### config.mk
export PLATFORM = sky130hd
export DESIGN_NAME = ic651_xfer_ctrl_flat
export DESIGN_NICKNAME = d
export VERILOG_FILES = /design/src/rtl/ic651_pkg.sv /design/src/rtl/ic651_xfer_ctrl_if.sv /design/src/rtl/ic651_xfer_ctrl_phase_timer.sv /design/src/rtl/ic651_xfer_ctrl.sv /design/src/flat_wrapper.sv
export SDC_FILE = /design/constraint.sdc
export NUM_CORES = 1
export LEC_CHECK = 0
export CORE_MARGIN = 1
export CORE_UTILIZATION = 40
export DETAILED_ROUTE_END_ITERATION = 12
export MAX_ROUTING_LAYER = met4
export PLACE_DENSITY = 0.66
export SYNTH_ARGS = -nofsm -noshare
export SYNTH_HDL_FRONTEND = slang
export SYNTH_SLANG_ARGS = --single-unit
### constraint.sdc
create_clock -name clk -period 4.5 [get_ports clk]
set_clock_uncertainty 0.15 [all_clocks]
set_input_delay 0.9 -clock clk [delete_from_list [all_inputs] [get_ports clk]]
set_output_delay 0.9 -clock clk [all_outputs]
set_load 0.01 [all_outputs]
### src/rtl/ic651_pkg.sv
// Shared types and helpers for the 74ALS651 transfer controller.
`timescale 1ns/1ps
package ic651_pkg;

    typedef enum logic [2:0] {
        IDLE    = 3'd0,
        TURN    = 3'd1,
        SETUP   = 3'd2,
        PULSE   = 3'd3,
        PRESENT = 3'd4,
        DONE    = 3'd5
    } state_t;

    localparam logic DIR_AB = 1'b0;
    localparam logic DIR_BA = 1'b1;

    // Width of the shared phase counter: enough bits to hold the largest phase length.
    function automatic int unsigned phase_width(input int unsigned a, input int unsigned b,
                                                input int unsigned c, input int unsigned d);
        int unsigned m;
        m = a;
        if (b > m) m = b;
        if (c > m) m = c;
        if (d > m) m = d;
        return $clog2(m + 1);
    endfunction

endpackage

### src/rtl/ic651_xfer_ctrl_if.sv
// Request/acknowledge and transceiver control bundle for the transfer controller.
`timescale 1ns/1ps
interface ic651_xfer_ctrl_if;

    logic ab_req;
    logic ba_req;
    logic ab_ack;
    logic ba_ack;
    logic cpab;
    logic cpba;
    logic sab;
    logic sba;
    logic busy;
    logic dir;

    modport master (
        output ab_req, ba_req,
        input  ab_ack, ba_ack, cpab, cpba, sab, sba, busy, dir
    );

    modport slave (
        input  ab_req, ba_req,
        output ab_ack, ba_ack, cpab, cpba, sab, sba, busy, dir
    );

endinterface

### src/rtl/ic651_xfer_ctrl_phase_timer.sv
// Loadable down-counter that times each controller phase.
`timescale 1ns/1ps
module phase_timer
    import ic651_pkg::*;
#(
    parameter int unsigned W = 2
) (
    input  logic         clk,
    input  logic         rst_n,
    input  logic         load,
    input  logic [W-1:0] value,
    output logic         zero
);

    logic [W-1:0] count;

    // Load on phase entry, then count down and rest at zero.
    always_ff @(posedge clk or negedge rst_n) begin
        if (!rst_n) begin
            count <= '0;
        end else if (load) begin
            count <= value;
        end else if (count != '0) begin
            count <= count - 1'b1;
        end
    end

    assign zero = (count == '0);

endmodule

### src/rtl/ic651_xfer_ctrl.sv
// Arbiter and phase sequencer driving one 74ALS651 transceiver; all outputs registered.
`timescale 1ns/1ps
module ic651_xfer_ctrl
    import ic651_pkg::*;
#(
    parameter int unsigned SETUP_CYC = 1,
    parameter int unsigned PULSE_CYC = 2,
    parameter int unsigned HOLD_CYC  = 2,
    parameter int unsigned TURN_CYC  = 2
) (
    input  logic               clk,
    input  logic               rst_n,
    ic651_xfer_ctrl_if.slave   bus
);

    localparam int unsigned CW = phase_width(SETUP_CYC, PULSE_CYC, HOLD_CYC, TURN_CYC);

    state_t          state;
    state_t          state_nx;
    logic            dir_q;
    logic            dir_nx;
    logic            last_dir;
    logic            load;
    logic [CW-1:0]   load_val;
    logic            zero;

    phase_timer #(.W(CW)) u_timer (
        .clk   (clk),
        .rst_n (rst_n),
        .load  (load),
        .value (load_val),
        .zero  (zero)
    );

    // Next-state and grant decision; ties go opposite to the last served direction.
    always_comb begin
        state_nx = state;
        dir_nx   = dir_q;
        unique case (state)
            IDLE: begin
                if (bus.ab_req || bus.ba_req) begin
                    if (bus.ab_req && bus.ba_req) dir_nx = ~last_dir;
                    else                          dir_nx = bus.ba_req ? DIR_BA : DIR_AB;
                    state_nx = (dir_nx != last_dir) ? TURN : SETUP;
                end
            end
            TURN:    if (zero) state_nx = SETUP;
            SETUP:   if (zero) state_nx = PULSE;
            PULSE:   if (zero) state_nx = PRESENT;
            PRESENT: if (zero) state_nx = DONE;
            DONE:    state_nx = IDLE;
            default: state_nx = IDLE;
        endcase
    end

    // Phase length reload whenever a new state is entered.
    always_comb begin
        load     = (state_nx != state);
        load_val = '0;
        unique case (state_nx)
            TURN:    load_val = CW'(TURN_CYC - 1);
            SETUP:   load_val = CW'(SETUP_CYC - 1);
            PULSE:   load_val = CW'(PULSE_CYC - 1);
            PRESENT: load_val = CW'(HOLD_CYC - 1);
            default: load_val = '0;
        endcase
    end

    // State, granted direction and last-served direction.
    always_ff @(posedge clk or negedge rst_n) begin
        if (!rst_n) begin
            state    <= IDLE;
            dir_q    <= DIR_AB;
            last_dir <= DIR_BA;
        end else begin
            state <= state_nx;
            dir_q <= dir_nx;
            if (state == DONE) last_dir <= dir_q;
        end
    end

    // Outputs decoded from the next state so each pin is a flop that matches the state it reports.
    always_ff @(posedge clk or negedge rst_n) begin
        if (!rst_n) begin
            bus.cpab   <= 1'b0;
            bus.cpba   <= 1'b0;
            bus.sab    <= 1'b0;
            bus.sba    <= 1'b0;
            bus.ab_ack <= 1'b0;
            bus.ba_ack <= 1'b0;
            bus.busy   <= 1'b0;
        end else begin
            bus.cpab   <= (state_nx == PULSE)   && (dir_nx == DIR_AB);
            bus.cpba   <= (state_nx == PULSE)   && (dir_nx == DIR_BA);
            bus.sab    <= (state_nx == PRESENT) && (dir_nx == DIR_AB);
            bus.sba    <= (state_nx == PRESENT) && (dir_nx == DIR_BA);
            bus.ab_ack <= (state_nx == DONE)    && (dir_nx == DIR_AB);
            bus.ba_ack <= (state_nx == DONE)    && (dir_nx == DIR_BA);
            bus.busy   <= (state_nx != IDLE);
        end
    end

    assign bus.dir = dir_q;

endmodule

### src/flat_wrapper.sv
// flat-port wrapper written by rule: the top's interface ports become plain ports
module ic651_xfer_ctrl_flat import ic651_pkg::*;
#(
    parameter int unsigned SETUP_CYC = 1,
    parameter int unsigned PULSE_CYC = 2,
    parameter int unsigned HOLD_CYC  = 2,
    parameter int unsigned TURN_CYC  = 2
)
  (clk, rst_n, bus_ab_req, bus_ba_req, bus_ab_ack, bus_ba_ack, bus_cpab, bus_cpba, bus_sab, bus_sba, bus_busy, bus_dir);
  ic651_xfer_ctrl_if bus_i ();
  input  logic clk;
  input  logic rst_n;
  input wire logic [$bits(bus_i.ab_req)-1:0] bus_ab_req;
  input wire logic [$bits(bus_i.ba_req)-1:0] bus_ba_req;
  output wire logic [$bits(bus_i.ab_ack)-1:0] bus_ab_ack;
  output wire logic [$bits(bus_i.ba_ack)-1:0] bus_ba_ack;
  output wire logic [$bits(bus_i.cpab)-1:0] bus_cpab;
  output wire logic [$bits(bus_i.cpba)-1:0] bus_cpba;
  output wire logic [$bits(bus_i.sab)-1:0] bus_sab;
  output wire logic [$bits(bus_i.sba)-1:0] bus_sba;
  output wire logic [$bits(bus_i.busy)-1:0] bus_busy;
  output wire logic [$bits(bus_i.dir)-1:0] bus_dir;
  assign bus_i.ab_req = bus_ab_req;
  assign bus_i.ba_req = bus_ba_req;
  assign bus_ab_ack = bus_i.ab_ack;
  assign bus_ba_ack = bus_i.ba_ack;
  assign bus_cpab = bus_i.cpab;
  assign bus_cpba = bus_i.cpba;
  assign bus_sab = bus_i.sab;
  assign bus_sba = bus_i.sba;
  assign bus_busy = bus_i.busy;
  assign bus_dir = bus_i.dir;
  ic651_xfer_ctrl #(.SETUP_CYC(SETUP_CYC), .PULSE_CYC(PULSE_CYC), .HOLD_CYC(HOLD_CYC), .TURN_CYC(TURN_CYC)) u_core (.clk(clk), .rst_n(rst_n), .bus(bus_i));
endmodule
* Word level (Yosys, flattened, before mapping)
Cells that the tools add are included.
** Operators by class
- $add $sub $neg :: 1
- Multipliers :: 0
- Divide/modulo/power cells :: 0
- Magnitude comparators :: 0
- Equal/unequal tests :: 11
- Shift operators :: 0
- Mux-type cells :: 16
- Bitwise operators :: 2
- Reductions and logical operators :: 14
** Operators by type and width (number)
- $mux W3 :: 5
- $pmux W3 S5 :: 1
- $eq A3 B3 Y1 const B :: 4
- $eq A3 B2 Y1 const B :: 3
- $logic_and A1 B1 Y1 :: 7
- $mux W1 :: 7
- $eq A3 B1 Y1 const B :: 2
- $mux W2 :: 3
- $reduce_bool A2 Y1 :: 2
- $logic_not A3 Y1 :: 1
- $ne A3 B3 Y1 :: 1
- $reduce_bool A3 Y1 :: 1
- $reduce_or A3 Y1 :: 1
- $logic_not A2 Y1 :: 1
- $not A1 Y1 :: 2
- $sub A2 B1 Y2 const B :: 1
- $logic_or A1 B1 Y1 :: 1
- $ne A1 B1 Y1 :: 1
** Word-level totals
- Flip-flop bits (word level) :: 14
- Bits in latches :: 0
- Memory bits (writable) :: 0
- Bits in read-only memories :: 0
- Output and inout bits :: 8
- Memories :: 0

* Longest topological paths before layout
Gate-level depths: netlist of the first run.
- Word-level depth :: 12
- Mapped depth :: 6
- Mapped depth without buffers :: 5

* Cells and area by module
A second synthesis of the first run with hierarchy kept.
** Second synthesis, totals
- Cell total of the unflattened synthesis :: 71
- Area total of the unflattened synthesis :: 720.7 um2
** By module, submodules not included
- ic651_xfer_ctrl :: instances 1, cells each 59, area an instance 606.8 um2, seq. area each 301.5 um2
- phase_timer :: instances 1, cells each 12, area an instance 113.9 um2, seq. area each 50.0 um2

* Least setup slack after synthesis of the first run
OpenSTA, ideal clock, no wires.
- Kind :: input port to flip-flop
- From :: in bus_ab_req
- To :: reg u_core.bus.sab
- Setup time :: 0.072 ns
- Data arrival time :: 1.686 ns
- Required time :: 4.278 ns
- Path slack :: 2.592 ns
- Cell stages on the path :: 4
- Path buffers :: 0
- Cell sequence :: or4b_1 -> a32oi_2 -> inv_2 -> nor2_1
** Between the ends
- Elaborated cells between the ends (all ways) :: 14
- Classes of those cells :: 2 x eq/ne; 8 x mux; 1 x bitwise; 3 x reduce/logical
** RTL lines
- start: declaration :: line flat_wrapper.sv:13 : input wire logic [$bits(bus_i.ab_req)-1:0] bus_ab_req;
- $logic_and A1 B1 Y1 :: line ic651_xfer_ctrl.sv:42 : if (bus.ab_req && bus.ba_req) dir_nx = ~last_dir;
- $mux W1 :: line ic651_xfer_ctrl.sv:42
- $mux W1 :: line ic651_xfer_ctrl.sv:41 : if (bus.ab_req || bus.ba_req) begin
- $mux W1 :: line ic651_xfer_ctrl.sv:39 : unique case (state)
- $mux W1 (*) :: line ic651_xfer_ctrl.sv:41
- $mux W1 (*) :: line ic651_xfer_ctrl.sv:39
- net u_core.dir_nx :: line ic651_xfer_ctrl.sv:21 : logic dir_nx;
- $not A1 Y1 (*) :: line ic651_xfer_ctrl.sv:95 : bus.sab <= (state_nx == PRESENT) && (dir_nx == DIR_AB);
- $logic_and A1 B1 Y1 (*) :: line ic651_xfer_ctrl.sv:95
- end signal: assignment :: line ic651_xfer_ctrl.sv:95
- end: declaration :: line ic651_xfer_ctrl_if.sv:23 : output ab_ack, ba_ack, cpab, cpba, sab, sba, busy, dir
Mark *: on every way through the listed nets, which the timed path passes. The rest lies on a longest branch. The select of a mux whose other input is x is not followed.
A chain may end at the register's enable or synchronous reset.

* Worst setup path after layout of the first run
- From :: reg u_core.dir_q (netlist: u_core.bus.dir)
- To :: out bus_dir
** RTL lines
- start: declaration :: line ic651_xfer_ctrl.sv:20 : logic dir_q;
- start signal: assignment :: line ic651_xfer_ctrl.sv:77 : dir_q <= dir_nx;
- end: declaration :: line flat_wrapper.sv:22 : output wire logic [$bits(bus_i.dir)-1:0] bus_dir;
No word-level cell between the ends.

==> results of run 1 <==
==> final timing paths <==
kind                                                           from                                  end  slack (ns)  cells after the start
min in group asynchronous                                     rst_n            u_core.state[1]$_DFF_PN0_        0.85                      1
worst min-delay path                    u_core.last_dir$_DFFE_PN1N_          u_core.last_dir$_DFFE_PN1N_        0.36                      2
worst max-delay path                       u_core.bus.dir$_DFF_PN0_                              bus_dir        2.21                      1
worst min register to register          u_core.last_dir$_DFFE_PN1N_          u_core.last_dir$_DFFE_PN1N_        0.36                      2
max in group asynchronous                                     rst_n            u_core.bus.cpba$_DFF_PN0_        2.96                      1
worst max register to register  u_core.u_timer.count[0]$_DFFE_PN0P_  u_core.u_timer.count[0]$_DFFE_PN0P_        2.58                      5
==> cell families (layout without fill, tap and decap cells) <==
logic type | count (synthesis) | after routing
AO/OA/AOI/OAI | 16 | 16
XOR/XNOR | 3 | 3
adder cells (fa/ha/maj) | 1 | 1
buffers and inverters | 8 | 19
flip-flops | 14 | 14
multiplexers | 3 | 3
AND/OR/NAND/NOR | 29 | 29
==> per-layer routing <==
metal  up-vias  track usage (%)  part of all wire [%]
met5         -                -                     0
met4         0             9.09                   2.7
met3         5             6.12                   6.4
met2        19             23.5                    46
met1       263             19.0                    44
li1        281                -                     -
==> cell type report <==
type	instances	area [µm²]
clock buffer	4	36.3
timing repair buffer	11	110
tap	25	31.3
fill	173	825
sequential	14	352
inverter	4	15.0
multi-input combinational	52	339
==> metrics by stage <==
| step | cell area (µm²) | setup WS (ns) | hold slack (ns) |
|---|---|---|---|
| after floorplan | 726 | 2.59 | 0.320 |
| after global placement | 847 | 2.00 | 0.332 |
| after detailed placement | 847 | 1.96 | 0.344 |
| after CTS | 883 | 2.19 | 0.357 |
| after global routing | 883 | 2.16 | 0.386 |
| final | 883 | 2.21 | 0.356 |
==> worst reg2reg max path, cell delays in order, from the launching register on <==
cell,delay [ns]
dfrtp_1,0.40
inv_1,0.07
ha_1,0.48
nor2b_1,0.18
o31ai_1,0.37
a31oi_1,0.15
==> cell usage after synthesis <==
master,n,share of area [%]
o311a_1,1,1.4
nor2_1,8,4.1
mux2i_1,3,4.1
nand2b_1,2,1.7
nand2_1,6,3.1
or3b_1,1,1.2
a32oi_1,1,1.2
o21ai_1,2,1.4
a21o_1,1,1.0
or3_1,1,0.86
nand3b_1,2,2.1
buf_4,1,1.0
a32oi_2,1,2.2
o22ai_1,1,0.86
a21oi_1,4,2.8
buf_2,1,0.69
dfrtp_1,13,45
or2_1,1,0.86
xor2_1,3,3.6
o22a_1,1,1.2
nand3_1,1,0.69
o31ai_1,1,1.0
clkbuf_1,2,1.0
ha_1,1,1.7
a31oi_1,1,0.86
inv_2,1,0.52
nor2b_1,1,0.86
a22o_1,1,1.2
and2b_1,1,1.0
dfstp_2,1,3.6
inv_1,3,1.6
o21ai_0,1,0.69
or4b_1,1,1.4
nor3_1,3,2.1
nor3_2,1,1.4
==> flip-flops by register name, summed over array words and instances (netlist names) <==
| register | flops |
|---|---|
| u_core.bus.dir | 1 |
| u_core.bus.ba_ack | 1 |
| u_core.bus.cpba | 1 |
| u_core.bus.sba | 1 |
| u_core.u_timer.count | 2 |
| u_core.bus.busy | 1 |
| u_core.state | 3 |
| u_core.last_dir | 1 |
| u_core.bus.ab_ack | 1 |
| u_core.bus.cpab | 1 |
| u_core.bus.sab | 1 |
==> power by group through the flow <==
stage | registers [µW] | logic (µW) | clock network (µW)
after floorplan | 216 | 251 | 0
after global placement | 247 | 282 | 0
after detailed placement | 248 | 291 | 0
after CTS | 246 | 295 | 93.7
after global routing | 259 | 331 | 97.4
final | 248 | 290 | 89.1
==> results.cfg, run 1 <==
[grt]
overflow = 0
track_usage_pct = 16.2
grt_max_degree = 18
grt_first_pass_wirelength_um = 2150
grt_pass1_vias = 485
antenna_found_initial = 0

[final_layout]
final_common_cell = dfrtp_1
final_cell_mix = dfrtp_1 (13), clkdlybuf4s50_1 (11), nor2_1 (8), nand2_1 (6), a21oi_1 (4)
finalNonFillerCells = 110
area_growth_pct = 21.7
drive_above_1_share_pct = 9.41
antenna_cells = 0
layout.nets = 91
postLayoutCoreUtil_pct = 51.7

[timing]
setup_violations = 0
fmaxAchievable_ghz = 0.436
fin_crit_sh_pct = 51.0
tightest_slew_ns = 0.607
hold_viol_final = 0
finalCriticalPeriod_ns = 2.29
final_max_slew_viol_count = 0
max_slew_margin_pct = 59.4
rsz0062_at_grt = false
tns_ns = 0

[detailed_routing]
wire_per_inst_um = 11.8
drtAntennaViolNets = 0
wl_um = 1300
routed_via_density = 5.16
dr.pass1.iters = 4
drt_iter0_markers = 5
drc = 0
vias = 568

[worst_setup_path]
start_kind = flop
worstSetupPathType = flop to output port
cp.required_ns = 3.45
path_buf_inv = 1
cp_slowest_cell = clkdlybuf4s50_1
crit_arrival_ns = 1.24
endpoint_kind = output port
crit_path_max_fanout = 4
cpPeakStageDelay_ns = 0.56
crit_family = buffers and inverters
worstPathCellList = clkdlybuf4s50_1

[power_and_ir_drop]
clock_power_share_pct = 14.2
p_comb_share_pct = 46.3
p_per_area_nw_per_um2 = 709
p_sw_share_pct = 41.0
p_total_uw = 627
peakVddDrop_v = 0.000316
p_seq_share_pct = 39.5
intPower_uw = 370
switchingPower_uw = 257
cellLeakagePower_uw = 0.000369

[die]
fp.dieH_um = 44.6
io_pins = 12
initial_utilization_pct = 42.5
dieWidth_um = 44.6
placementRows = 15
core_um2 = 1710
die-area_um2 = 1990

[synthesis]
syn_inst = 74
synth-compound-area-share_pct = 15.9
syn_area_um2 = 726
synth.distinct_cells = 35
ys_seq_area_share_pct = 48.4
synth-simple-area-share_pct = 21.4
synthMuxAreaShare_pct = 4.14
synth_fa_ha_area_share_pct = 1.72
synth-xor-area-share_pct = 3.62
ys_warn_count = 0
synth_nets = 79
ys_ff_latch = 14
avgSynthCellArea_um2 = 9.81
synth_top_family_by_area = simple AND/OR/NAND/NOR gates

[clock_tree]
cts_root_buffer = clkbuf_4
clock_path_buffers = 2
cts_hold_buf = 0
tritoncts = yes
cts_made_buffers = 3
path_clk_slew_ns = 0.08
htreeDepth = 1
cts_resized = 0
clock_latency_ns = 0.28
postCtsSetupBuffers = 0
cts_num_sinks = 14

[outcome]
outcome = finished, final reports clean

[placed_design]
io_buffers = 11
dp_cells = 106
gp_congestion = 0.757
dp_hpwl_um = 903

[min_path]
min_path_type = flop to flop

[job]
drv_cap = 0
No activity file was read; power rests on OpenSTA's default activity.
==> run 2: changes to the inputs <==
--- a/config.mk
+++ b/config.mk
@@ -9,7 +9,7 @@
 export CORE_UTILIZATION = 40
 export DETAILED_ROUTE_END_ITERATION = 12
 export MAX_ROUTING_LAYER = met4
-export PLACE_DENSITY = 0.66
+export PLACE_DENSITY = 0.68
 export SYNTH_ARGS = -nofsm -noshare
 export SYNTH_HDL_FRONTEND = slang
 export SYNTH_SLANG_ARGS = --single-unit
==> constraint.sdc (replaced) <==
create_clock -name clk -period 1.85 [get_ports clk]
set_clock_uncertainty 0.15 [all_clocks]
set_input_delay 0.37 -clock clk [delete_from_list [all_inputs] [get_ports clk]]
set_output_delay 0.37 -clock clk [all_outputs]
set_load 0.01 [all_outputs]
==> results.cfg, run 2 (same netlist as run 1, synthesis figures left out) <==
[outcome]
outcome = finished, final reports clean

[grt]
overflow = 0
antenna_found_initial = 0
grt_first_pass_wirelength_um = 2290
grt_pass1_vias = 506
grt_max_degree = 15
track_usage_pct = 17.3

[power_and_ir_drop]
p_per_area_nw_per_um2 = 1730
intPower_uw = 984
peakVddDrop_v = 0.000914
p_sw_share_pct = 39.7
p_comb_share_pct = 54.4
switchingPower_uw = 648
clock_power_share_pct = 13.3
cellLeakagePower_uw = 0.000409
p_seq_share_pct = 32.3

[timing]
finalCriticalPeriod_ns = 1.78
setup_violations = 0
fmaxAchievable_ghz = 0.563
hold_viol_final = 0
fin_crit_sh_pct = 96.0
rsz0062_at_grt = false
tightest_slew_ns = 0.329
max_slew_margin_pct = 77.9
final_max_slew_viol_count = 0
hold_ws_ns = 0.246

[die]
core_um2 = 1710
io_pins = 12
die-area_um2 = 1990
initial_utilization_pct = 42.5
dieWidth_um = 44.6
placementRows = 15
fp.dieH_um = 44.6

[placed_design]
dp_hpwl_um = 1040
gp_congestion = 0.791
io_buffers = 11

[clock_tree]
clock_path_buffers = 2
cts_resized = 0
cts_made_buffers = 3
cts_root_buffer = clkbuf_4
clock_latency_ns = 0.28
cts_num_sinks = 14
path_clk_slew_ns = 0.08
tritoncts = yes
htreeDepth = 1
cts_hold_buf = 0
postCtsSetupBuffers = 0

[worst_setup_path]
crit_family = buffers and inverters
cpPeakStageDelay_ns = 0.56
start_kind = flop
crit_arrival_ns = 1.26
crit_path_max_fanout = 4
path_buf_inv = 1
worstSetupPathType = flop to output port
endpoint_kind = output port
worstPathCellList = clkdlybuf4s50_1
cp.required_ns = 1.33
cp_slowest_cell = clkdlybuf4s50_1

[final_layout]
drive_above_1_share_pct = 17.2
fillers = 160
largestRegisters = u_core.state x3, u_core.u_timer.count x2
largest-register = u_core.state
largest_reg_flops = 3
postLayoutCoreUtil_pct = 55.2
layout.nets = 99
final_common_cell = dfrtp_1
seq_area_um2 = 352
area_growth_pct = 30.0
final_cell_mix = dfrtp_1 (13), clkdlybuf4s50_1 (11), nor2_1 (8), buf_4 (8), nand2_1 (6)
multiInputGateArea_um2 = 339
antenna_cells = 0

[detailed_routing]
drc = 0
drt_iter0_markers = 10
drtAntennaViolNets = 0
vias = 580
wl_um = 1410
dr.pass1.iters = 4
routed_via_density = 4.92
wire_per_inst_um = 12.0

[min_path]
min_path_type = primary input to asynchronous set/reset pin

[job]
drv_cap = 0
[run 2: cell types whose count changed in the layout (fill, tap and decap cells not counted)]
cell   delta
buf_4     +8
[run 2: path summary, 6_finish.rpt]
check / slack, ns / startpoint / depth (start not counted) / endpoint
min in group clk: 0.35 / u_core.last_dir$_DFFE_PN1N_ / 2 / u_core.last_dir$_DFFE_PN1N_
max in group asynchronous: 1.07 / rst_n / 2 / u_core.last_dir$_DFFE_PN1N_
setup reg to reg: 0.18 / u_core.state[0]$_DFF_PN0_ / 4 / u_core.u_timer.count[0]$_DFFE_PN0P_
hold / removal: 0.25 / rst_n / 2 / u_core.bus.ab_ack$_DFF_PN0_
setup / recovery: 0.07 / u_core.bus.dir$_DFF_PN0_ / 1 / bus_dir
hold reg to reg: 0.35 / u_core.last_dir$_DFFE_PN1N_ / 2 / u_core.last_dir$_DFFE_PN1N_
[run 2: power by group through the flow]
stage               Combinational (µW)  Sequential [µW]  Clock, µW
finish                             888              527        217
floorplan                          611              524          0
global route                       993              547        247
detailed placement                 888              533          0
global placement                   870              535          0
CTS                                893              527        233
[run 2: cell type report]
cell class                 count  share of cell area (%)
sequential                    14                    37.3
inverter                       4                    1.59
clock buffer                   4                    3.85
timing repair buffer          19                    18.0
multi-input combinational     52                    35.9
tap                           25                    3.32
[run 2: through the flow]
| stage | setup WS [ns] | std cells | power [µW] | TNS, ns | instance area, µm² |
|---|---|---|---|---|---|
| 2_1_floorplan | 0.336 | 74 | 1140 | 0 | 726 |
| 3_3_place_gp | -0.0350 | 114 | 1400 | -0.0855 | 907 |
| 3_5_place_dp | -0.0729 | 114 | 1420 | -0.232 | 907 |
| 4_1_cts | 0.0579 | 118 | 1650 | 0 | 943 |
| 5_1_grt | 0.0227 | 118 | 1790 | 0 | 943 |
| 6_report | 0.0734 | 118 | 1630 | 0 | 943 |
[run 2: routing by layer]
| layer | track usage (%) | part of all wire [%] |
|---|---|---|
| met1 | 21.6 | 49 |
| met2 | 24.4 | 47 |
| met3 | 4.90 | 2.8 |
| met4 | 10.9 | 1.5 |
| met5 | - | 0 |
==> run 3: changes to the inputs <==
--- a/config.mk
+++ b/config.mk
@@ -6,10 +6,11 @@
 export NUM_CORES = 1
 export LEC_CHECK = 0
 export CORE_MARGIN = 1
-export CORE_UTILIZATION = 40
+export CORE_UTILIZATION = 48
+export CTS_BUF_LIST = sky130_fd_sc_hd__clkbuf_2
 export DETAILED_ROUTE_END_ITERATION = 12
 export MAX_ROUTING_LAYER = met4
-export PLACE_DENSITY = 0.68
+export PLACE_DENSITY = 0.79
 export SYNTH_ARGS = -nofsm -noshare
 export SYNTH_HDL_FRONTEND = slang
 export SYNTH_SLANG_ARGS = --single-unit
==> results.cfg, run 3 (same netlist as run 1, synthesis figures left out) <==
[power_and_ir_drop]
peakVddDrop_v = 0.00101
p_sw_share_pct = 42.3
p_comb_share_pct = 57.0
intPower_uw = 927
clock_power_share_pct = 9.5
cellLeakagePower_uw = 0.000410
switchingPower_uw = 680
p_seq_share_pct = 33.5
p_per_area_nw_per_um2 = 1730

[placed_design]
dp_hpwl_um = 1160
io_buffers = 11
gp_congestion = 0.846
dp_cells = 106

[grt]
track_usage_pct = 23.1
overflow = 0
grt_pass1_vias = 486
grt_first_pass_wirelength_um = 2300
grt_max_degree = 15
antenna_found_initial = 0

[clock_tree]
cts_resized = 0
htreeDepth = 1
cts_root_buffer = clkbuf_2
postCtsSetupBuffers = 0
cts_num_sinks = 14
tritoncts = yes
cts_hold_buf = 0
path_clk_slew_ns = 0.15
clock_latency_ns = 0.28
clock_path_buffers = 2
cts_made_buffers = 3

[final_layout]
final_cell_mix = dfrtp_1 (12), clkdlybuf4s50_1 (11), buf_4 (10), nor2_1 (8), nand2_1 (6)
area_growth_pct = 28.1
drive_above_1_share_pct = 18.9
final_common_cell = dfrtp_1
largest-register = u_core.state
largest_reg_flops = 3
layout.nets = 101
largestRegisters = u_core.state x3, u_core.u_timer.count x2
finalNonFillerCells = 110
antenna_cells = 0

[detailed_routing]
routed_via_density = 5.63
drt_iter0_markers = 18
wire_per_inst_um = 13.8
vias = 619
wl_um = 1510
drtAntennaViolNets = 0
dr.pass1.iters = 4
drc = 0

[die]
placementRows = 13
core_um2 = 1350
initial_utilization_pct = 53.8
die-area_um2 = 1670
io_pins = 12
dieWidth_um = 40.9
fp.dieH_um = 40.9

[timing]
finalCriticalPeriod_ns = 1.78
final_max_slew_viol_count = 0
hold_ws_ns = 0.223
max_slew_margin_pct = 75.5
fmaxAchievable_ghz = 0.560
hold_viol_final = 0
setup_violations = 0
fin_crit_sh_pct = 96.5
rsz0062_at_grt = false
tightest_slew_ns = 0.364

[worst_setup_path]
worstPathCellList = clkdlybuf4s50_1
cp.required_ns = 1.33
crit_family = buffers and inverters
path_buf_inv = 1
rr_worst_depth = 5
crit_arrival_ns = 1.26
start_kind = flop
rr_startpoint = u_core.u_timer.count[0]$_DFFE_PN0P_
r2r_setup_slack_ns = 0.15
worstSetupPathType = flop to output port
endpoint_kind = output port
cpPeakStageDelay_ns = 0.55
r2r-end = u_core.u_timer.count[0]$_DFFE_PN0P_
cp_slowest_cell = clkdlybuf4s50_1
cp_num_cells = 1
crit_path_max_fanout = 4

[min_path]
min_path_type = primary input to asynchronous set/reset pin

[job]
drv_cap = 0

[outcome]
outcome = finished, final reports clean
## run 3: changes by cell type in the layout (fill, tap and decap cells not counted)
| cell | before | now |
|---|---|---|
| dfrtp_1 | 13 | 12 |
| clkbuf_4 | 3 | 0 |
| dfrtp_2 | 0 | 1 |
| buf_4 | 8 | 10 |
| clkinv_1 | 0 | 1 |
| clkbuf_8 | 1 | 0 |
| clkbuf_2 | 0 | 3 |
## run 3: worst reg2reg max path, cell delays in order, from the launching register on
cell	delay (ns)
dfrtp_1	0.42
inv_1	0.06
ha_1	0.30
nor2b_1	0.14
o31ai_1	0.38
a31oi_1	0.14
## run 3: final cells by class
class / count / area [µm²]
clock inverters: 1 / 3.75
repair buffers: 21 / 185
inverters: 4 / 15.0
multi-input cells: 52 / 339
fillers: 100 / 420
clock buffers: 3 / 15.0
well taps: 15 / 18.8
flip-flops and latches: 14 / 353
## run 3: power groups by stage
stage / Combinational (µW) / Sequential (µW) / Clock, µW
after global routing: 1010 / 558 / 169
final: 917 / 538 / 152
after CTS: 910 / 534 / 157
after global placement: 881 / 538 / 0
after floorplan: 611 / 524 / 0
after detailed placement: 904 / 542 / 0
## run 3: per-layer routing
layer	share of wire [%]	track usage, %
met5	0	-
met4	0.86	10.0
met3	5.0	6.52
met2	48	35.9
met1	46	27.7
## run 3: per-stage QoR
stage / total power [µW] / utilization [%] / area [µm²] / setup slack (ns) / setup TNS (ns)
CTS: 1600 / 68.8 / 928 / 0.0205 / 0
floorplan: 1140 / - / 726 / 0.336 / 0
detailed placement: 1450 / 67.4 / 910 / -0.116 / -0.435
global placement: 1420 / 67.4 / 910 / -0.0400 / -0.0846
finish: 1610 / 68.9 / 930 / 0.0653 / 0
global route: 1740 / 68.9 / 930 / 0.0134 / 0
## run 3: worst max-delay path by stage
stage / startpoint / to / slack (ns)
6_report: u_core.bus.dir$_DFF_PN0_ / bus_dir / 0.07
5_1_grt: u_core.bus.dir$_DFF_PN0_ / bus_dir / 0.01
4_1_cts: u_core.bus.dir$_DFF_PN0_ / bus_dir / 0.02
3_5_place_dp: bus_ab_req / u_core.bus.sab$_DFF_PN0_ / -0.12
3_3_place_gp: bus_ab_req / u_core.bus.sab$_DFF_PN0_ / -0.04
2_1_floorplan: u_core.state[0]$_DFF_PN0_ / u_core.bus.sab$_DFF_PN0_ / 0.34
